$ cat src/rtl/stopwatch_pkg.sv
// Shared types, seven-segment patterns and digit limits for the stopwatch datapath.
package stopwatch_pkg;

  typedef enum logic [2:0] {
    IDLE    = 3'b100,
    RUNNING = 3'b001,
    CLEAR   = 3'b010
  } state_t;

  typedef struct packed {
    logic [3:0] min_t;
    logic [3:0] min_o;
    logic [3:0] sec_t;
    logic [3:0] sec_o;
    logic [3:0] cs_t;
    logic [3:0] cs_o;
  } bcd_time_t;

  // Active-high segment patterns, bit0 = a .. bit6 = g.
  localparam logic [6:0] SEG_0     = 7'h3F;
  localparam logic [6:0] SEG_1     = 7'h06;
  localparam logic [6:0] SEG_2     = 7'h5B;
  localparam logic [6:0] SEG_3     = 7'h4F;
  localparam logic [6:0] SEG_4     = 7'h66;
  localparam logic [6:0] SEG_5     = 7'h6D;
  localparam logic [6:0] SEG_6     = 7'h7D;
  localparam logic [6:0] SEG_7     = 7'h07;
  localparam logic [6:0] SEG_8     = 7'h7F;
  localparam logic [6:0] SEG_9     = 7'h6F;
  localparam logic [6:0] SEG_BLANK = 7'h00;

  localparam logic [3:0] CS_MAX       = 4'd9;
  localparam logic [3:0] ONES_MAX     = 4'd9;
  localparam logic [3:0] SEC_TENS_MAX = 4'd5;
  localparam logic [3:0] MIN_TENS_MAX = 4'd5;

  // Returns {carry_out, next_digit}; a disabled stage passes its digit through.
  function automatic logic [4:0] digit_step(input logic [3:0] digit, input logic [3:0] max,
                                            input logic en);
    if (!en) return {1'b0, digit};
    if (digit >= max) return {1'b1, 4'd0};
    return {1'b0, digit + 4'd1};
  endfunction

  function automatic logic mode_legal(input logic [2:0] m);
    return (m == IDLE) || (m == RUNNING) || (m == CLEAR);
  endfunction

endpackage

$ cat src/rtl/bcd_to_7seg.sv
// Combinational BCD digit to seven-segment decoder; non-BCD codes blank the digit.
module bcd_to_7seg
  import stopwatch_pkg::*;
(
  input  logic [3:0] bcd,
  output logic [6:0] seg
);

  always_comb begin
    seg = SEG_BLANK;
    case (bcd)
      4'd0:    seg = SEG_0;
      4'd1:    seg = SEG_1;
      4'd2:    seg = SEG_2;
      4'd3:    seg = SEG_3;
      4'd4:    seg = SEG_4;
      4'd5:    seg = SEG_5;
      4'd6:    seg = SEG_6;
      4'd7:    seg = SEG_7;
      4'd8:    seg = SEG_8;
      4'd9:    seg = SEG_9;
      default: seg = SEG_BLANK;
    endcase
  end

endmodule

$ cat src/rtl/stopwatch_counter.sv
// Stopwatch datapath: BCD MM:SS.CC counter driven by the mode FSM, with lap freeze
// and six seven-segment digit outputs.
module stopwatch_counter
  import stopwatch_pkg::*;
#(
  parameter int unsigned TICK_DIV = 1
) (
  input  logic        clk,
  input  logic        rst,
  input  logic [2:0]  mode,
  input  logic        lap_req,
  output logic [23:0] time_bcd,
  output logic [23:0] disp_bcd,
  output logic        lap_active,
  output logic        wrap,
  output logic        mode_err,
  output logic [7:0]  ss5,
  output logic [7:0]  ss4,
  output logic [7:0]  ss3,
  output logic [7:0]  ss2,
  output logic [7:0]  ss1,
  output logic [7:0]  ss0
);

  localparam int unsigned PW = (TICK_DIV > 1) ? $clog2(TICK_DIV) : 1;
  localparam logic [PW-1:0] PRE_LAST = PW'(TICK_DIV - 1);
  // Decimal points separate MM.SS.CC: lit on ss4 and ss2.
  localparam logic [5:0] DP_MASK = 6'b010100;

  logic [PW-1:0] pre_q, pre_d;
  logic [23:0]   time_q, time_d;
  logic [23:0]   lap_q, lap_d;
  logic          lap_active_q, lap_active_d;
  logic          wrap_q, wrap_d;

  logic          is_run, is_clear, tick;
  bcd_time_t     cur, nxt;
  logic          c_cs_t, c_sec_o, c_sec_t, c_min_o, c_min_t, rollover;

  assign is_run   = (mode == RUNNING);
  assign is_clear = (mode == CLEAR);
  assign tick     = is_run && (pre_q == PRE_LAST);
  assign cur      = time_q;

  always_comb begin
    nxt = cur;
    {c_cs_t,   nxt.cs_o}  = digit_step(cur.cs_o,  CS_MAX,       tick);
    {c_sec_o,  nxt.cs_t}  = digit_step(cur.cs_t,  CS_MAX,       c_cs_t);
    {c_sec_t,  nxt.sec_o} = digit_step(cur.sec_o, ONES_MAX,     c_sec_o);
    {c_min_o,  nxt.sec_t} = digit_step(cur.sec_t, SEC_TENS_MAX, c_sec_t);
    {c_min_t,  nxt.min_o} = digit_step(cur.min_o, ONES_MAX,     c_min_o);
    {rollover, nxt.min_t} = digit_step(cur.min_t, MIN_TENS_MAX, c_min_t);
  end

  // Illegal mode codes fall through as IDLE: nothing advances, laps still accepted.
  always_comb begin
    pre_d        = pre_q;
    time_d       = time_q;
    lap_d        = lap_q;
    lap_active_d = lap_active_q;
    wrap_d       = 1'b0;
    if (is_clear) begin
      pre_d        = '0;
      time_d       = '0;
      lap_active_d = 1'b0;
    end else begin
      if (is_run) begin
        pre_d = tick ? '0 : pre_q + PW'(1);
      end
      if (tick) begin
        time_d = nxt;
        wrap_d = rollover;
      end
      if (lap_req) begin
        if (lap_active_q) begin
          lap_active_d = 1'b0;
        end else begin
          lap_d        = time_q;
          lap_active_d = 1'b1;
        end
      end
    end
  end

  always_ff @(posedge clk or posedge rst) begin
    if (rst) begin
      pre_q        <= '0;
      time_q       <= '0;
      lap_q        <= '0;
      lap_active_q <= 1'b0;
      wrap_q       <= 1'b0;
    end else begin
      pre_q        <= pre_d;
      time_q       <= time_d;
      lap_q        <= lap_d;
      lap_active_q <= lap_active_d;
      wrap_q       <= wrap_d;
    end
  end

  assign time_bcd   = time_q;
  assign disp_bcd   = lap_active_q ? lap_q : time_q;
  assign lap_active = lap_active_q;
  assign wrap       = wrap_q;
  assign mode_err   = ~mode_legal(mode);

  logic [6:0] seg [6];

  for (genvar i = 0; i < 6; i++) begin : g_digit
    bcd_to_7seg u_dec (
      .bcd (disp_bcd[4*i +: 4]),
      .seg (seg[i])
    );
  end

  assign ss0 = {DP_MASK[0], seg[0]};
  assign ss1 = {DP_MASK[1], seg[1]};
  assign ss2 = {DP_MASK[2], seg[2]};
  assign ss3 = {DP_MASK[3], seg[3]};
  assign ss4 = {DP_MASK[4], seg[4]};
  assign ss5 = {DP_MASK[5], seg[5]};

  // A rollover pulse always coincides with a zeroed count.
  a_wrap_zero : assert property (@(posedge clk) disable iff (rst) wrap |-> time_bcd == '0);
  // CLEAR overrides any lap request on the same edge.
  a_clear_lap : assert property (@(posedge clk) disable iff (rst) is_clear |=> !lap_active);

endmodule
$ cat config.mk
export PLATFORM = sky130hd
export DESIGN_NAME = stopwatch_counter
export DESIGN_NICKNAME = d
export VERILOG_FILES = /design/src/rtl/stopwatch_pkg.sv /design/src/rtl/bcd_to_7seg.sv /design/src/rtl/stopwatch_counter.sv
export SDC_FILE = /design/constraint.sdc
export NUM_CORES = 1
export LEC_CHECK = 0
export ABC_AREA = 1
export CAP_MARGIN = 20
export CELL_PAD_IN_SITES_DETAIL_PLACEMENT = 1
export CELL_PAD_IN_SITES_GLOBAL_PLACEMENT = 2
export CORE_MARGIN = 2
export CORE_UTILIZATION = 27
export CTS_CLUSTER_SIZE = 14
export DETAILED_ROUTE_END_ITERATION = 10
export PLACE_DENSITY_LB_ADDON = 0.1
export SLEW_MARGIN = 5
export SYNTH_ARGS = -nofsm -noshare
export SYNTH_HDL_FRONTEND = slang
export SYNTH_HIERARCHICAL = 1
export SYNTH_SLANG_ARGS = --single-unit
$ cat constraint.sdc
create_clock -name clk -period 2.2 [get_ports clk]
set_input_delay 0.33 -clock clk [delete_from_list [all_inputs] [get_ports clk]]
set_output_delay 0.33 -clock clk [all_outputs]
set_load 0.05 [all_outputs]
### Word-level counts from Yosys, hierarchy flattened

Memories as Yosys holds them, arrays and structs flattened.
Cells that the tools add are included.

* register bits: 51
* bits in read-only memories: 672
* output and inout bits: 99
* logic and storage cells: 84
* memories: 6

* add/sub/neg operators: 7
* $lt $le $gt $ge: 6
* eq/ne operators: 3
* muxes and demuxes: 47
* bitwise logic cells: 3
* reduce and logical (&&, ||, !) cells: 7

Memories
* (name not given): words 16, width 7, read ports 1, clocked after memory_dff 0, wr ports 0, RTL line bcd_to_7seg.sv:11 `case (bcd)`
* (name not given): words 16, width 7, read ports 1, clocked after memory_dff 0, wr ports 0, RTL line bcd_to_7seg.sv:11
* (name not given): words 16, width 7, read ports 1, clocked after memory_dff 0, wr ports 0, RTL line bcd_to_7seg.sv:11
* (name not given): words 16, width 7, read ports 1, clocked after memory_dff 0, wr ports 0, RTL line bcd_to_7seg.sv:11
* (name not given): words 16, width 7, read ports 1, clocked after memory_dff 0, wr ports 0, RTL line bcd_to_7seg.sv:11
* (name not given): words 16, width 7, read ports 1, clocked after memory_dff 0, wr ports 0, RTL line bcd_to_7seg.sv:11

Operator list (number)
* $mux W5: 24
* $mux W24: 3
* $add A4 B1 Y4 const B: 6
* $mux W1: 20
* $ge A4 B4 Y1 const B: 4
* $ge A4 B3 Y1 const B: 2
* $reduce_bool A2 Y1: 3
* $eq A3 B1 Y1 const B: 1
* $eq A3 B2 Y1 const B: 1
* $eq A3 B3 Y1 const B: 1
* $not A1 Y1: 3
* $logic_or A1 B1 Y1: 2
* $reduce_and A2 Y1: 1
* $add A1 B1 Y1 const B: 1
* $logic_and A1 B1 Y1: 1

### Logic depth before layout (Yosys ltp)

Gate-level depths: netlist (run 1).

* word-level depth: 28
* gate-level depth with buffers: 11

### Cells and area by module

The synthesis (run 1) kept the hierarchy.

Modules (own cells, without submodules)
* stopwatch_counter: instances 1, cells each 364, area each 2985.4 µm², seq. area each 1276.2 µm²
* bcd_to_7seg: instances 6, cells each 39, area each 210.2 µm², seq. area each 0.0 µm²

### Worst setup path before layout (run 1)

No wires, ideal clock.

* path type: reg2out
* start point: register lap_active_q (netlist: lap_active)
* end point: output ss2[3]
* data arrival time: 3.531 ns
* setup slack: -1.661 ns
* cell stages (with the launch flop): 9
* cells stage by stage: dfrtp_1 -> clkbuf_1 -> o21ai_0 -> inv_1 -> ha_1 -> nand2_1 -> nand2_1 -> nand2_1 -> nand2_1

* word-level cells in the longest chain between the ends: 2

RTL lines
* start, declared: RTL line stopwatch_counter.sv:33 `logic lap_active_q, lap_active_d;`
* start signal, assigned: RTL line stopwatch_counter.sv:96 `lap_active_q <= lap_active_d;`
* $mux W24
* via disp_bcd[9]: RTL line stopwatch_counter.sv:13 `output logic [23:0] disp_bcd,`
* $mem_v2 Z16 W7
* end, declared: RTL line stopwatch_counter.sv:20 `output logic [7:0] ss2,`

The timed path passes the listed nets, and every way through them passes these cells.

### Worst setup path in the final report (run 1)

* start point: register lap_active_q (netlist: lap_active)
* end point: output ss4[3]

* word-level cells in the longest chain between the ends: 2

RTL lines
* $mux W24
* $mem_v2 Z16 W7
* end, declared: RTL line stopwatch_counter.sv:18 `output logic [7:0] ss4,`

Every way passes these cells.

==> results by group, run 1 <==
Clocking
  – CTS root buffer: clkbuf_16
  – Clock latency on the worst-skew pair: 0.30 ns
  – Reg clk slew, reported paths: 0.07 ns
  – CTS max path bufs: 2
  – Sink Count: 51
  – CTS hold repair buffers: 0
  – CTS H-tree depth: 2
  – CTS tree: done
  – CTS Buf Count: 5

Layout
  – # diodes: 0
  – Layout fillers: 1749
  – Final instance area: 0.00774 mm²
  – Share of layout cells above drive strength 1: 47.0%
  – Area grow syn2layout: 82.4%
  – Nets: 825

Critical path
  – Largest delay contributor family on the critical path: buffers and inverters
  – WP buf/inv: 4
  – RR Startpoint: time_bcd[5]$_DFFE_PP0P_
  – CP max stage cell: dfrtp_4
  – Crit path depth: 10
  – Crit-path cells: buf_8, buf_12, o21ai_4, inv_4, ha_4, nand2_4, nand2_2, nand2_2, nand2_4, buf_12
  – R2R cell count: 9
  – Type of origin of the critical path: flip-flop
  – Crit path max fanout: 6
  – Setup crit start: lap_active$_DFFE_PP0P_
  – Max stage delay on crit path: 0.50 ns
  – Arr. time, crit path: 2.06 ns
  – CP Capture Type: output pin
  – Setup CP Type: flip-flop to output pin
  – WP data required: 1.87 ns

Timing
  – Worst rel slew slack: 63.9%
  – Least-Margin Pin Slew: 0.540 ns
  – Hold_ws: 0.358 ns
  – Setup Skew: 0.00839 ns
  – Minimum clock period: 2.39 ns
  – RSZ-0062 raised after global routing: true
  – Final Cycle Share: 108%
  – Setup violations, final: 41
  – Final Max Slew Viols: 0
  – Hold Vio Cnt, Final: 0
  – Worst setup margin: -0.187 ns
  – Max Fclk: 419 MHz
  – Sum of negative setup slack: -4.14 ns

Die
  – Die Y: 129 µm
  – Core area: 0.0153 mm²
  – Die Area: 0.0167 mm²
  – I/O pin count: 105
  – Initial core utilization: 27.8%
  – Die Wd: 129 µm
  – # rows: 45

Global route
  – Grt ovf: 0
  – Tot GR Track Use: 16.5%
  – Initial antenna violation count: 0
  – First-pass GRT wire length: 22500 µm
  – Largest net degree at the start of global routing: 35
  – Vias in the first global route: 4529

Synth
  – Cells after Synth: 598
  – Yosys warnings: 6
  – Sequential element share of the synthesized area: 30.1%
  – Syn Std Cell Area: 0.00425 mm²
  – Synth Area per Inst: 7.10 µm²
  – Synth unique cells: 33
  – Seq cells post-synth: 51

Detailed routing
  – Final wirelength: 13400 µm
  – Initial drt markers: 137
  – ANT nets after route: 0
  – DRC: 0
  – Vias/cell: 4.41
  – Vias post-DR: 4306
  – Drt pass-1 iters: 4
  – DR WL/cell: 13.8 µm

Pwr
  – Max IR drop VDD: 0.000858 V
  – Tot Pwr: 6.81 mW
  – Leak Pwr: 3.79 nW
  – Pwr dens: 880 mW/mm²

Placement
  – Placed cell area: 0.00676 mm²
  – Routability cong.: 0.780
  – Dpl hpwl: 9960 µm
  – Port Buffers: 98

Outcome
  – Failing checks: negative setup slack
  – Outcome: finished with violations

Min path
  – Hold/Removal Path Class: input pin to asynchronous set/reset pin

Job
  – Max-cap violation count: 0
per-layer routing:
layer  global-route usage [%]  up-vias  wire [µm]
met5                        0        -          0
met4                     2.28        0         65
met3                     2.02        8        318
met2                     28.9       60       6800
met1                     22.4     2083       6260
li1                         -     2155          -
through the flow:
step                      utilization, %  setup WS (ns)  cells
final                               50.8         -0.187    977
after global routing                50.8         -0.244    977
after CTS                           49.3         -0.184    965
after detailed placement            44.3         0.0338    928
after global placement              44.3         0.0892    928
after floorplan                        -        -0.0931    602
flip-flops by register name, summed over array words and instances, names as in the netlist:
register and cells:
wrap 1, lap_q 24, lap_active 1, time_bcd 24
pre_q 1
cell families (layout without fill, tap and decap cells):
| family | Yosys count | after routing | synth area share [%] |
|---|---|---|---|
| compound gates | 45 | 45 | 6.28 |
| buf+inv | 98 | 262 | 9.81 |
| other cells | 2 | 6 | 0.177 |
| simple gates | 338 | 338 | 35.7 |
| xor+xnor | 10 | 10 | 2.06 |
| fa+ha+maj | 54 | 54 | 15.9 |
| flops | 51 | 51 | 30.1 |
path summary, 6_finish.rpt:
check / to / slack [ns]
min: time_bcd[3]$_DFFE_PP0P_ / 0.36
min reg2reg: lap_q[2]$_DFFE_PP0P_ / 0.49
max reg2reg: time_bcd[21]$_DFFE_PP0P_ / 0.44
max: ss4[3] / -0.19
min in group clk: lap_q[2]$_DFFE_PP0P_ / 0.49
max in group asynchronous: time_bcd[16]$_DFFE_PP0P_ / 1.27
cell usage in the layout (no fill, tap or decap), drive strengths merged:
cell type / instances
a31oi: 1
nor3: 4
xor2: 4
xnor2: 6
ha: 54
o22ai: 6
buf: 142
nand4: 3
nand3: 35
a21oi: 3
conb: 6
nand2: 279
nor3b: 1
o21ai: 34
clkbuf: 8
dfrtp: 51
inv: 82
nor2: 16
o31ai: 1
clkdlybuf4s50: 30
synth_stat cells, drive strengths merged:
cell	n	share of area [%]
conb	2	0.18
inv	82	7.2
clkbuf	3	0.27
nor2	16	3.0
a31oi	1	0.50
o22ai	6	0.88
a21oi	3	0.71
nand4	3	0.59
buf	13	2.3
nand2	279	26
nor3	4	0.59
dfrtp	51	30
xnor2	6	1.2
nand3	35	4.9
nor3b	1	0.29
o31ai	1	0.18
xor2	4	0.82
ha	54	16
o21ai	34	4.0
power by group:
group	internal (mW)	total [mW]	switching (mW)
clock	0.486	0.835	0.349
sequential	1.03	1.10	0.0728
combinational	2.08	4.88	2.79
total	3.60	6.81	3.22
area by class of cell:
type                       instances  area, µm²  area share, %
inverter                          82        338           4.36
clock buffer                       8        156           2.02
sequential                        51       1300           16.7
timing repair buffer             172       2310           29.8
tap                              211        264           3.41
multi-input combinational        453       3380           43.7
timing repair:
item                                    4_1_cts  5_1_grt
setup buffers                                28       12
gates resized for setup                      95       36
endpoints found under the setup margin       42       42
pin swaps                                    15       20
gates cloned                                  1        0
(Power assumes the default switching activity.)
==> run 2, diff against run 1 <==
Settings changed: CAP_MARGIN 20 to 25.
==> results of run 2 <==
No change in the layout: final DEF, timing and power equal those of run 1.
